[src/rtl/silife_spi_serializer.sv]
// MSB-first SPI (mode 0) transmit stage for the MAX7219 driver.
// SCK = clk / (2*HALF_PERIOD); busy/done let the driver sequence words and chip-select.
module silife_spi_serializer #(
    parameter int WORD_BITS   = 16,
    parameter int HALF_PERIOD = 1
) (
    input  logic                 clk,
    input  logic                 reset,
    input  logic [WORD_BITS-1:0] i_word,
    input  logic                 i_start,
    output logic                 o_sck,
    output logic                 o_mosi,
    output logic                 o_busy,
    output logic                 o_done
);

    localparam int DIV_W = (HALF_PERIOD > 1) ? $clog2(HALF_PERIOD) : 1;
    localparam int BIT_W = $clog2(WORD_BITS);
    localparam logic [DIV_W-1:0] DIV_LAST = DIV_W'(HALF_PERIOD - 1);
    localparam logic [BIT_W-1:0] BIT_LAST = BIT_W'(WORD_BITS - 1);

    typedef enum logic [1:0] {
        IDLE,
        LOW,
        HIGH
    } state_e;

    state_e               state_q, state_d;
    logic [WORD_BITS-1:0] shreg_q, shreg_d;
    logic [BIT_W-1:0]     bit_cnt_q, bit_cnt_d;
    logic [DIV_W-1:0]     div_cnt_q, div_cnt_d;
    logic                 sck_q, sck_d;
    logic                 mosi_q, mosi_d;
    logic                 busy_q, busy_d;
    logic                 done_q, done_d;

    always_ff @(posedge clk) begin
        if (reset) begin
            state_q   <= IDLE;
            shreg_q   <= '0;
            bit_cnt_q <= '0;
            div_cnt_q <= '0;
            sck_q     <= 1'b0;
            mosi_q    <= 1'b0;
            busy_q    <= 1'b0;
            done_q    <= 1'b0;
        end else begin
            state_q   <= state_d;
            shreg_q   <= shreg_d;
            bit_cnt_q <= bit_cnt_d;
            div_cnt_q <= div_cnt_d;
            sck_q     <= sck_d;
            mosi_q    <= mosi_d;
            busy_q    <= busy_d;
            done_q    <= done_d;
        end
    end

    always_comb begin
        state_d   = state_q;
        shreg_d   = shreg_q;
        bit_cnt_d = bit_cnt_q;
        div_cnt_d = div_cnt_q;
        sck_d     = sck_q;
        mosi_d    = mosi_q;
        busy_d    = busy_q;
        done_d    = 1'b0;

        case (state_q)
            IDLE: begin
                if (i_start) begin
                    shreg_d   = i_word;
                    mosi_d    = i_word[WORD_BITS-1];
                    busy_d    = 1'b1;
                    bit_cnt_d = BIT_LAST;
                    div_cnt_d = '0;
                    state_d   = LOW;
                end
            end
            LOW: begin
                if (div_cnt_q == DIV_LAST) begin
                    div_cnt_d = '0;
                    sck_d     = 1'b1;
                    state_d   = HIGH;
                end else begin
                    div_cnt_d = div_cnt_q + DIV_W'(1);
                end
            end
            HIGH: begin
                if (div_cnt_q == DIV_LAST) begin
                    div_cnt_d = '0;
                    sck_d     = 1'b0;
                    if (bit_cnt_q == '0) begin
                        // Final falling edge coincides with busy dropping and the done pulse.
                        state_d = IDLE;
                        busy_d  = 1'b0;
                        done_d  = 1'b1;
                        mosi_d  = 1'b0;
                    end else begin
                        bit_cnt_d = bit_cnt_q - BIT_W'(1);
                        shreg_d   = shreg_q << 1;
                        mosi_d    = shreg_q[WORD_BITS-2];
                        state_d   = LOW;
                    end
                end else begin
                    div_cnt_d = div_cnt_q + DIV_W'(1);
                end
            end
            default: state_d = IDLE;
        endcase
    end

    assign o_sck  = sck_q;
    assign o_mosi = mosi_q;
    assign o_busy = busy_q;
    assign o_done = done_q;

endmodule

[config.mk]
export PLATFORM = sky130hd
export DESIGN_NAME = silife_spi_serializer
export DESIGN_NICKNAME = d
export VERILOG_FILES = /design/src/rtl/silife_spi_serializer.sv
export SDC_FILE = /design/constraint.sdc
export NUM_CORES = 1
export LEC_CHECK = 0
export CAP_MARGIN = 25
export CORE_MARGIN = 8
export CORE_UTILIZATION = 50
export CTS_BUF_LIST = sky130_fd_sc_hd__clkbuf_4 sky130_fd_sc_hd__clkbuf_8
export CTS_CLUSTER_SIZE = 10
export DETAILED_ROUTE_END_ITERATION = 16
export PLACE_DENSITY_LB_ADDON = 0.2
export SLEW_MARGIN = 20
export SYNTH_ARGS = -nofsm -noshare
export SYNTH_HDL_FRONTEND = slang
export SYNTH_SLANG_ARGS = --single-unit
[constraint.sdc]
create_clock -name clk -period 4.1 [get_ports clk]
set_clock_uncertainty 0.05 [all_clocks]
set_input_delay 0.82 -clock clk [delete_from_list [all_inputs] [get_ports clk]]
set_output_delay 0.82 -clock clk [all_outputs]
set_load 0.01 [all_outputs]
==> flow_metrics.tcl <==
set metrics [dict create \
    power.total_uw 556 \
    vias 1016 \
    place_area_mm2 0.00145 \
    drt_iter0_markers 38 \
    ys_ff_latch 25 \
    startpoint_type "input port" \
    track_usage_pct 12.3 \
    cap_violations 0 \
    routedWlPerCell_um 14.2 \
    final_area_mm2 0.00148 \
    synth.most_common_cell "dfxtp_1" \
    end_kind "flop" \
    clock-root-buffer "clkbuf_4" \
    grt_pass1_vias 1022 \
    yosysTopAreaCell "dfxtp_1" \
    areaGrowthSynthToFinish_pct 17.3 \
    synth_top_area_share_pct 39.7 \
    hold_class "flop to flop" \
    antenna_left 0 \
    clock_latency_ps 320 \
    io_buffer_count 22 \
    slew_viol_final 0 \
    initial_core_util_pct 51.9 \
    rsz0062_at_grt "false" \
    grt.overflow.total 0 \
    ys_top_cells_by_area "dfxtp_1 (40%), mux2i_1 (12%), a211oi_1 (10%)" \
    num_rows 18 \
    pwr_density_cell_mw_per_mm2 376 \
    path_class "input port to flop" \
    die_h_um 66.2 \
    ys_seq_area_share_pct 39.7 \
    final-setup-viol-count 0 \
    worst_slack_ps 1660 \
    tightest_slew_ps 913 \
    layout-drive-gt1-share_pct 6.12 \
    synthXorXnorAreaFrac_pct 0 \
    ios 23 \
    fmax_ghz 0.410 \
    ys_types 32 \
    antennaDiodeCount 0 \
    fin_crit_ps 2440 \
    vdd_drop_max_mv 0.216 \
    post_cts.repair.setup_buffers 0 \
    finalSetupTns_ps 0 \
    cp.arrival_ps 2550 \
    synth.avg_cell_area_um2 9.70 \
    syn_area_mm2 0.00126 \
    p_leak_nw 0.529 \
    grt_first_pass_wirelength_um 4320 \
    first_pass_iters 5 \
    clk_path_buf_depth 2 \
    place.gp.congestion 0.716 \
    nets 172 \
    hpwl_um 1770 \
    wirelength_um 2520 \
    synth_ff_type "dfxtp_1" \
    tritoncts "built" \
    ctsHtreeMaxLevel 1 \
    clk_pin_slew_ps 130 \
    pre_cts_slack_ps 1350 \
    core_mm2 0.00243 \
    post_cts_resize_count 0 \
    synth_compound_area_share_pct 22.6 \
    async_flop_share_pct 0 \
    vias_per_cell 5.74 \
    relSlewSlack_pct 38.9 \
    syn-num-nets 154 \
    remaining_drc_errors 0 \
    syn_inst 130 \
    antenna_found_initial 0 \
    min_period_over_period_pct 59.5 \
    synth_common_cells "dfxtp_1 (25), a21oi_1 (20), a211oi_1 (17)" \
    synth-simple-area-share_pct 10.3 \
    dieArea_mm2 0.00439 \
    synth_adder_area_share_pct 4.96 \
    cp_max_fo 14 \
    numCtsBuffers 3 \
    die_w_um 66.2 \
    clkSinkCount 25 \
    synth-edff-count 0 \
    synthMuxAreaShare_pct 13.9 \
    cp.required_ps 4220 \
    synth_top_family_by_area "compound AO/OA/AOI/OAI gates" \
    fill_cells 212 \
    grt_max_degree 26 \
    status "finished clean" \
    ctsHoldBuffers 0 \
    hold_viol_final 0 \
    ys_warn_count 0 \
    fin_util_pct 60.8 \
]
path summary, 6_finish.rpt:
path / endpoint / cells past startpoint / slack, ps / startpoint
max reg2reg: shreg_q[1]$_SDFFE_PP0P_ / 5 / 1840 / state_q[0]$_SDFFE_PP0P_
min reg2reg: o_mosi$_SDFFE_PP0P_ / 2 / 440 / shreg_q[14]$_SDFFE_PP0P_
min: o_mosi$_SDFFE_PP0P_ / 2 / 440 / shreg_q[14]$_SDFFE_PP0P_
max: shreg_q[1]$_SDFFE_PP0P_ / 4 / 1660 / i_start
critical path: stages:
cell and delay (ps):
clkdlybuf4s50_1 630, mux2i_2 180, nor2_1 740, a211oi_1 180
area by class of cell:
class / count / area (um2) / share of cell area, %
inverters: 6 / 22.5 / 1.52
repair buffers: 24 / 235 / 15.9
multi-input cells: 88 / 653 / 44.2
flip-flops and latches: 25 / 500 / 33.8
well taps: 30 / 37.5 / 2.54
clock buffers: 4 / 30.0 / 2.03
sequential cells by signal, indices dropped and copies added, names as in the netlist:
signal / count
o_sck: 1
state_q: 2
o_mosi: 1
bit_cnt_q: 4
shreg_q: 15
o_busy: 1
o_done: 1
cells by family after synthesis:
family / after synthesis
AOI/OAI and AO/OA: 46
adders and majority gates: 5
buffers and inverters: 17
DFF: 25
muxes: 17
and+or+nand+nor: 20
through the flow:
stage,hold slack (ps),cells
4_1_cts,443,177
5_1_grt,476,177
3_3_place_gp,415,173
3_5_place_dp,422,173
6_report,442,177
2_1_floorplan,397,130
cell usage in the layout (no fill, tap or decap):
cell type / synthesis / final
nand4_1: 1 / 1
a211oi_1: 17 / 17
o21ai_0: 3 / 3
a21oi_1: 20 / 20
clkdlybuf4s50_1: 0 / 22
nand3_1: 1 / 1
a211o_1: 1 / 1
nand4bb_1: 1 / 1
or4_1: 2 / 2
a31oi_1: 3 / 3
nand2_1: 3 / 3
o211ai_1: 1 / 1
or3b_1: 1 / 1
ha_1: 5 / 5
and3b_2: 1 / 1
mux2i_1: 15 / 15
clkbuf_4: 0 / 4
mux2_2: 1 / 1
buf_4: 1 / 2
and4bb_1: 1 / 1
a22oi_1: 1 / 1
nor3b_1: 1 / 1
or2b_1: 1 / 1
and3_1: 1 / 1
dfxtp_1: 25 / 25
or3_1: 1 / 1
inv_1: 6 / 6
nand3b_1: 1 / 1
mux2i_2: 1 / 1
nor2_1: 4 / 4
power breakdown:
group,switching [mW],internal [mW],total (mW)
clock network,0.0720,0.0447,0.117
registers,0.0194,0.274,0.293
logic,0.0719,0.0737,0.146
per-layer routing:
metal	vias to the layer above	global-route usage [%]	routed length, um
met5	-	0	0
met4	0	6.93	47
met3	5	3.56	137
met2	21	20.9	1110
met1	471	13.3	1220
li1	519	-	-
No activity file was read; power rests on OpenSTA's default activity.
